===== config.mk =====
export PLATFORM = sky130hd
export DESIGN_NAME = fc_rd_loader
export DESIGN_NICKNAME = d
export VERILOG_FILES = /design/src/rtl/fc_pkg.sv /design/src/rtl/fc_rd_addr_gen.sv /design/src/rtl/fc_rd_loader.sv
export SDC_FILE = /design/constraint.sdc
export NUM_CORES = 1
export LEC_CHECK = 0
export ABC_AREA = 1
export CAP_MARGIN = 40
export CORE_ASPECT_RATIO = 1.5
export CORE_MARGIN = 1.5
export CORE_UTILIZATION = 51
export DETAILED_ROUTE_END_ITERATION = 7
export HOLD_SLACK_MARGIN = 0.02
export PLACE_DENSITY = 0.88
export SLEW_MARGIN = 5
export SYNTH_ARGS = -nofsm -noshare
export SYNTH_HDL_FRONTEND = slang
export SYNTH_SLANG_ARGS = --single-unit
export TNS_END_PERCENT = 50

===== constraint.sdc =====
create_clock -name clk -period 2.8 [get_ports clk]
set_clock_uncertainty 0.2 [all_clocks]
set_input_delay 0.56 -clock clk [delete_from_list [all_inputs] [get_ports clk]]
set_output_delay 0.56 -clock clk [all_outputs]
set_load 0.005 [all_outputs]

===== src/rtl/fc_pkg.sv =====
`default_nettype none
// +----------------------------------------------------------------------------+
// | fc_pkg                                                                     |
// | Shared types and helpers for the FC layer datapath blocks.                 |
// | Revision: 1.0                                                              |
// +----------------------------------------------------------------------------+
package fc_pkg;

  typedef enum logic [2:0] {
    s_ld_idle  = 3'd0,
    s_ld_fill  = 3'd1,
    s_ld_zero  = 3'd2,
    s_ld_wait  = 3'd3,
    s_ld_start = 3'd4
  } t_ld_state;

  function automatic int ceil_div(input int a, input int b);
    return (a + b - 1) / b;
  endfunction

endpackage
`default_nettype wire


===== src/rtl/fc_rd_addr_gen.sv =====
`default_nettype none
// +----------------------------------------------------------------------------+
// | fc_rd_addr_gen                                                             |
// | Tile/row write-address counter for the RD input buffers.                   |
// | Revision: 1.0                                                              |
// +----------------------------------------------------------------------------+
module fc_rd_addr_gen
  import fc_pkg::*;
#(
  parameter int INPUT_SIZE   = 512,
  parameter int XBAR_SIZE    = 256,
  localparam int V_CIM_TILES = ceil_div(INPUT_SIZE, XBAR_SIZE),
  localparam int ROW_W       = $clog2(XBAR_SIZE),
  localparam int TILE_W      = (V_CIM_TILES > 1) ? $clog2(V_CIM_TILES) : 1
) (
  input  logic              clk,
  input  logic              rst,
  input  logic              clr,
  input  logic              inc,
  output logic [TILE_W-1:0] tile,
  output logic [ROW_W-1:0]  row,
  output logic              last_word,
  output logic              last_row
);

  localparam logic [ROW_W-1:0]  LAST_ROW      = ROW_W'(XBAR_SIZE - 1);
  localparam logic [ROW_W-1:0]  LAST_WORD_ROW = ROW_W'((INPUT_SIZE - 1) % XBAR_SIZE);
  localparam logic [TILE_W-1:0] LAST_TILE     = TILE_W'(V_CIM_TILES - 1);

  logic [TILE_W-1:0] tile_q, tile_d;
  logic [ROW_W-1:0]  row_q, row_d;

  always_comb begin
    tile_d = tile_q;
    row_d  = row_q;
    if (clr) begin
      tile_d = '0;
      row_d  = '0;
    end else if (inc) begin
      if (row_q == LAST_ROW) begin
        row_d = '0;
        // Tile index saturates so a trailing increment never leaves the array.
        if (tile_q != LAST_TILE) begin
          tile_d = tile_q + TILE_W'(1);
        end
      end else begin
        row_d = row_q + ROW_W'(1);
      end
    end
  end

  always_ff @(posedge clk) begin
    if (rst) begin
      tile_q <= '0;
      row_q  <= '0;
    end else begin
      tile_q <= tile_d;
      row_q  <= row_d;
    end
  end

  assign tile      = tile_q;
  assign row       = row_q;
  assign last_word = (tile_q == LAST_TILE) && (row_q == LAST_WORD_ROW);
  assign last_row  = (row_q == LAST_ROW);

endmodule
`default_nettype wire


===== src/rtl/fc_rd_loader.sv =====
`default_nettype none
// +----------------------------------------------------------------------------+
// | fc_rd_loader                                                               |
// | Scatters an activation stream into the RD buffers, zero-fills, starts CIM. |
// | Revision: 1.0                                                              |
// +----------------------------------------------------------------------------+
module fc_rd_loader
  import fc_pkg::*;
#(
  parameter int INPUT_SIZE    = 512,
  parameter int XBAR_SIZE     = 256,
  parameter int DATATYPE_SIZE = 8,
  localparam int V_CIM_TILES  = ceil_div(INPUT_SIZE, XBAR_SIZE),
  localparam int ROW_W        = $clog2(XBAR_SIZE)
) (
  input  logic                     clk,
  input  logic                     rst,
  input  logic                     i_valid,
  input  logic [DATATYPE_SIZE-1:0] i_data,
  output logic                     o_ready,
  output logic                     o_busy,
  input  logic                     i_cim_busy,
  output logic                     o_cim_start,
  output logic [V_CIM_TILES-1:0]   o_rd_we,
  output logic [ROW_W-1:0]         o_rd_addr,
  output logic [DATATYPE_SIZE-1:0] o_rd_data
);

  localparam int TILE_W = (V_CIM_TILES > 1) ? $clog2(V_CIM_TILES) : 1;
  localparam t_ld_state FILL_EXIT = ((INPUT_SIZE % XBAR_SIZE) != 0) ? s_ld_zero : s_ld_wait;

  t_ld_state                state_q, state_d;
  logic                     hold_q;
  logic                     start_q, start_d;
  logic [V_CIM_TILES-1:0]   we_q, we_d;
  logic [ROW_W-1:0]         addr_q, addr_d;
  logic [DATATYPE_SIZE-1:0] data_q, data_d;

  logic [TILE_W-1:0] tile;
  logic [ROW_W-1:0]  row;
  logic              last_word, last_row;
  logic              cnt_clr, cnt_inc;
  logic              ready, busy, accept;

  fc_rd_addr_gen #(
    .INPUT_SIZE (INPUT_SIZE),
    .XBAR_SIZE  (XBAR_SIZE)
  ) u_addr_gen (
    .clk       (clk),
    .rst       (rst),
    .clr       (cnt_clr),
    .inc       (cnt_inc),
    .tile      (tile),
    .row       (row),
    .last_word (last_word),
    .last_row  (last_row)
  );

  always_comb begin
    state_d = state_q;
    we_d    = '0;
    addr_d  = addr_q;
    data_d  = data_q;
    cnt_clr = 1'b0;
    cnt_inc = 1'b0;
    ready   = 1'b0;
    busy    = 1'b1;

    // hold_q keeps the reset-state handshake outputs for the cycle rst is high.
    case (state_q)
      s_ld_idle: begin
        ready = !hold_q && !i_cim_busy;
        busy  = hold_q || i_cim_busy;
      end
      s_ld_fill: begin
        ready = 1'b1;
        busy  = 1'b0;
      end
      default: ;
    endcase
    accept = i_valid && ready;

    case (state_q)
      s_ld_idle, s_ld_fill: begin
        if (accept) begin
          we_d[tile] = 1'b1;
          addr_d     = row;
          data_d     = i_data;
          cnt_inc    = 1'b1;
          state_d    = last_word ? FILL_EXIT : s_ld_fill;
        end
      end
      s_ld_zero: begin
        we_d[tile] = 1'b1;
        addr_d     = row;
        data_d     = '0;
        cnt_inc    = 1'b1;
        if (last_row) begin
          state_d = s_ld_wait;
        end
      end
      s_ld_wait: begin
        if (!i_cim_busy) begin
          state_d = s_ld_start;
        end
      end
      s_ld_start: begin
        if (i_cim_busy) begin
          cnt_clr = 1'b1;
          state_d = s_ld_idle;
        end
      end
      default: state_d = s_ld_idle;
    endcase

    start_d = (state_d == s_ld_start);
  end

  always_ff @(posedge clk) begin
    if (rst) begin
      state_q <= s_ld_idle;
      hold_q  <= 1'b1;
      start_q <= 1'b0;
      we_q    <= '0;
      addr_q  <= '0;
      data_q  <= '0;
    end else begin
      state_q <= state_d;
      hold_q  <= 1'b0;
      start_q <= start_d;
      we_q    <= we_d;
      addr_q  <= addr_d;
      data_q  <= data_d;
    end
  end

  assign o_ready     = ready;
  assign o_busy      = busy;
  assign o_cim_start = start_q;
  assign o_rd_we     = we_q;
  assign o_rd_addr   = addr_q;
  assign o_rd_data   = data_q;

  // CIM must not start computing while the RD buffers are still being written.
  a_no_busy_rise_in_load: assert property (
    @(posedge clk) disable iff (rst)
    ((state_q == s_ld_fill) || (state_q == s_ld_zero)) |-> !$rose(i_cim_busy)
  );

endmodule
`default_nettype wire


# After elaboration in Yosys (flattened, before gate mapping)
# Index checks and enable logic that the tools add are counted.
# word_totals
word_cells	55
out_inout_bits	21
in_bits	12
ff_bits	32
# classes
n_addsub	2
magnitude_cmp	2
reduce_logical	13
mux	23
eq_ne	7
# op_table
operator	n
case mux 8 bit (2 select lines)	2
2-to-1 mux 8 bit	3
2-to-1 mux 3 bit	4
case mux 3 bit (4 select lines)	1
adder 8 x 1 -> 8 bit (second input constant)	1
equality test 8 bit (second input constant)	1
equality test 3 x 2 -> 1 bit (second input constant)	2
equality test 3 bit (second input constant)	2
2-to-1 mux 1 bit	6
case mux 1 bit (2 select lines)	3
logical AND 1 bit	4
2-to-1 mux 2 bit	2
case mux 2 bit (2 select lines)	1
AND reduction 2 bit	2
OR reduction 2 bit	2
equality test 3 x 1 -> 1 bit (second input constant)	1
logical NOT 3 bit	1
logical NOT 1 bit	2
< comparator 1 x 2 -> 1 bit (second input constant)	1
inequality test 2 bit (second input constant)	1
nonzero test 2 bit	1
adder 1 bit (second input constant)	1
demux 1 bit (select 1 bit)	1
>= comparator 1 bit (second input constant)	1
logical OR 1 bit	1

# Depth between registers and ports, before layout
# depth
depth_word	7
ltp_mapped	9
depth_no_buf	8

# Cells and area by module
# A second synthesis with hierarchy kept.
# hier_totals
hier_cells	201
area_unflattened_um2	1452.6
# by_module_without_submodules
mod	area_each_um2	seq_area_each_um2	cells_each	instances
fc_rd_loader	1024.7	460.4	139	1
fc_rd_addr_gen	427.9	180.2	62	1

# Worst setup path before layout
# OpenSTA, ideal clock, no wires.
# synth_timing
path_type	input-to-output
startpoint	in i_cim_busy
endpoint	out o_ready
stages	3
setup_slack_ns	1.195
arrival_time_ns	0.845
n_path_buf	0
t_required_ns	2.040
cell_sequence	o21ai_2 > nand2_1 > inv_1
# synth_between
elab_chain_len	3
# synth_rtl
item	line	source
start, declared	fc_rd_loader.sv:22	input logic i_cim_busy,
logical NOT 1 bit	-	
logical AND 1 bit	fc_rd_loader.sv:72	ready = !hold_q && !i_cim_busy;
case mux 1 bit (2 select lines)	fc_rd_loader.sv:70	case (state_q)
end, declared	fc_rd_loader.sv:20	output logic o_ready,
# No other way between the ends.

# Worst setup path in the final report
# Same ends and word-level chain as after synthesis.

==> impl_results.md <==
* Post-synthesis average cell area at 7.66 sq um
* Total power at 877 uW
* GP Congestion at 0.871
* First-pass GRT wire length at 4.64 mm
* GR Overflow Total at 0
* Post-synth top area cell: dfxtp_1
* Postcts setup bufs at 0
* Area of the die at 2840 sq um
* Sequential element share of the synthesized area at 49.8%
* F_max at 0.381 GHz
* Largest net degree at the start of global routing at 23
* Tcrit/Tclk final at 93.8%
* Hpwl dp at 2.00 mm
* Design area at 1680 sq um
* Fin nets at 217
* Number of vias in the routed layout at 1203
* Initial Utilization at 53.2%
* Yosys cell types at 22
* Iteration-0 DRC count of the detailed router at 40
* Die height at 64.5 um
* Post-synth top area share at 49.8%
* Number of diodes at 0
* Clock-pin slew on the worst setup and hold paths at 0.08 ns
* Setup TNS at 0 ns
* Initial antenna violation count at 0
* # DRC at 0
* PnR worst setup slack at 0.174 ns
* Synth Warn # at 0
* Kind of critical path: in -> out
* Hold crit path type: reg -> reg
* Final setup violation count at 0
* Vias in the first global route at 1157
* Drt via density at 5.25
* CTS buffer count at 5
* Cells after Synth at 168
* Synth area leaders: dfxtp_1 (50%), nor2_1 (7.6%), a21oi_1 (6.6%)
* Seq cells post-synth at 32
* P per Cell Area at 523 nW/um^2
* Area of placed instances at 1620 sq um
* Hold_buf cts at 0
* Post-detailed-route wirelength per cell at 11.9 um
* Setup crit start kind: primary input
* Cell Rows at 22
* Crit-path max FO at 5
* Clock sinks at 32
* Worst path required time at 2.04 ns
* Core area at 2420 sq um
* Maximum root-to-sink buffer count at 2
* Worst Tran Pin Value at 0.407 ns
* Syn nets at 181
* Status: finished clean
* RSZ-0062 raised after global routing: no
* Die outline width at 44.0 um
* CTS tree: yes
* P&R area growth vs syn at 30.2%
* Drt first pass iters at 4
* Fin. max-slew vios at 0
* Lkg Pwr at 0.000660 uW
* GRT Total Usage at 21.7%
* Endpoint type of the worst setup path: output port
* Share of cells above drive strength 1 at 6.83%
* Min Tclk post-route at 2.63 ns
* Resize count post-CTS at 0
* Slew margin rel. at 72.8%
* Count of final hold-check violations at 0
* Finished Layout Cells at 229
* Dpl cells at 221
* Post-DRT Antenna Nets at 0
* Clk_lat worst skew at 0.34 ns
* PortBufs at 32
* H-tree depth at 2
* Root Driver: clkbuf_4
* Max VDD drop at 0.453 mV
* DP Worst Slack at 0.173 ns
* Ports at 33
* Post-synthesis cell area at 1290 sq um
* Critical Path AT at 1.87 ns
* Max-Cap Viols at 0
* DRT Wirelength at 2.72 mm
routing by layer:
layer	vias up	part of all wire (%)	GRT usage [%]	routed length (um)
met2	31	54	39.5	1470
met1	547	39	21.2	1060
li1	619	-	-	-
met3	6	4.8	6.13	130
met5	-	0	0	0
met4	0	2.1	11.0	57
stage by stage:
stage / util [%] / hold slack [ns]
2_1_floorplan: - / 0.198
3_3_place_gp: 66.8 / 0.214
3_5_place_dp: 66.8 / 0.223
4_1_cts: 69.2 / 0.236
5_1_grt: 69.2 / 0.263
6_report: 69.2 / 0.240
path summary, 6_finish.rpt:
kind / startpoint / end / slack, ns / depth (start not counted)
hold reg to reg: u_addr_gen.tile$_SDFFE_PP0P_ / o_rd_we[0]$_SDFF_PP0_ / 0.24 / 1
setup / recovery: i_cim_busy / o_ready / 0.17 / 5
setup reg to reg: state_q[1]$_SDFF_PP0_ / o_rd_addr[2]$_SDFFE_PP0P_ / 1.03 / 7
hold / removal: u_addr_gen.tile$_SDFFE_PP0P_ / o_rd_we[0]$_SDFF_PP0_ / 0.24 / 1
state kept, by name, indices dropped and copies added, names as in the netlist:
signal and cells:
u_addr_gen.row 8, o_rd_addr 8, u_addr_gen.tile 1, state_q 3
hold_q 1, o_cim_start 1, o_rd_data 8, o_rd_we 2
final cells by class:
type                    instances  area, sq um
well taps                      24         30.0
multi-input cells             110          537
flip-flops and latches         32          641
repair buffers                 33          328
fillers                       202          746
clock buffers                   8         58.8
inverters                      22         82.6
layout by cell type (no fill, tap or decap):
cell	count
a21oi_1	17
buf_4	1
clkbuf_1	2
clkbuf_4	5
clkbuf_8	1
clkdlybuf4s50_1	32
dfxtp_1	32
ha_1	1
inv_1	19
inv_2	3
nand2_1	21
nand2_2	1
nand3_1	12
nand3_2	1
nand4_1	2
nor2_1	26
nor3_1	5
nor3_4	1
nor4_1	2
o21ai_0	17
o21ai_2	1
xnor2_1	2
xor2_1	1
worst max-delay path, stage by stage:
cell	delay (ns)
clkdlybuf4s50_1	0.49
o21ai_2	0.19
nand2_1	0.08
inv_1	0.06
clkdlybuf4s50_1	0.48
cells in the mapped netlist, drive strengths merged:
master and n:
clkbuf 1, xor2 1, ha 1, buf 3, nand4 2, nor4 2
dfxtp 32, o21ai 18, a21oi 17, xnor2 2, nand3 13, nand2 22
inv 22, nor2 26, nor3 6
report_power, final:
part / internal [uW] / switching, uW / leakage, uW
logic: 65.9 / 52.9 / 0.000366
registers: 477 / 12.8 / 0.000261
clock network: 124 / 145 / 0.0000326
cells by family after synthesis:
logic type	after synthesis	synth area share [%]
simple gates	71	24.8
flops	32	49.8
compound gates	35	13.9
xor+xnor	3	2.04
fa+ha+maj	1	0.972
buf+inv	26	8.55
No activity file was read; power rests on OpenSTA's default activity.
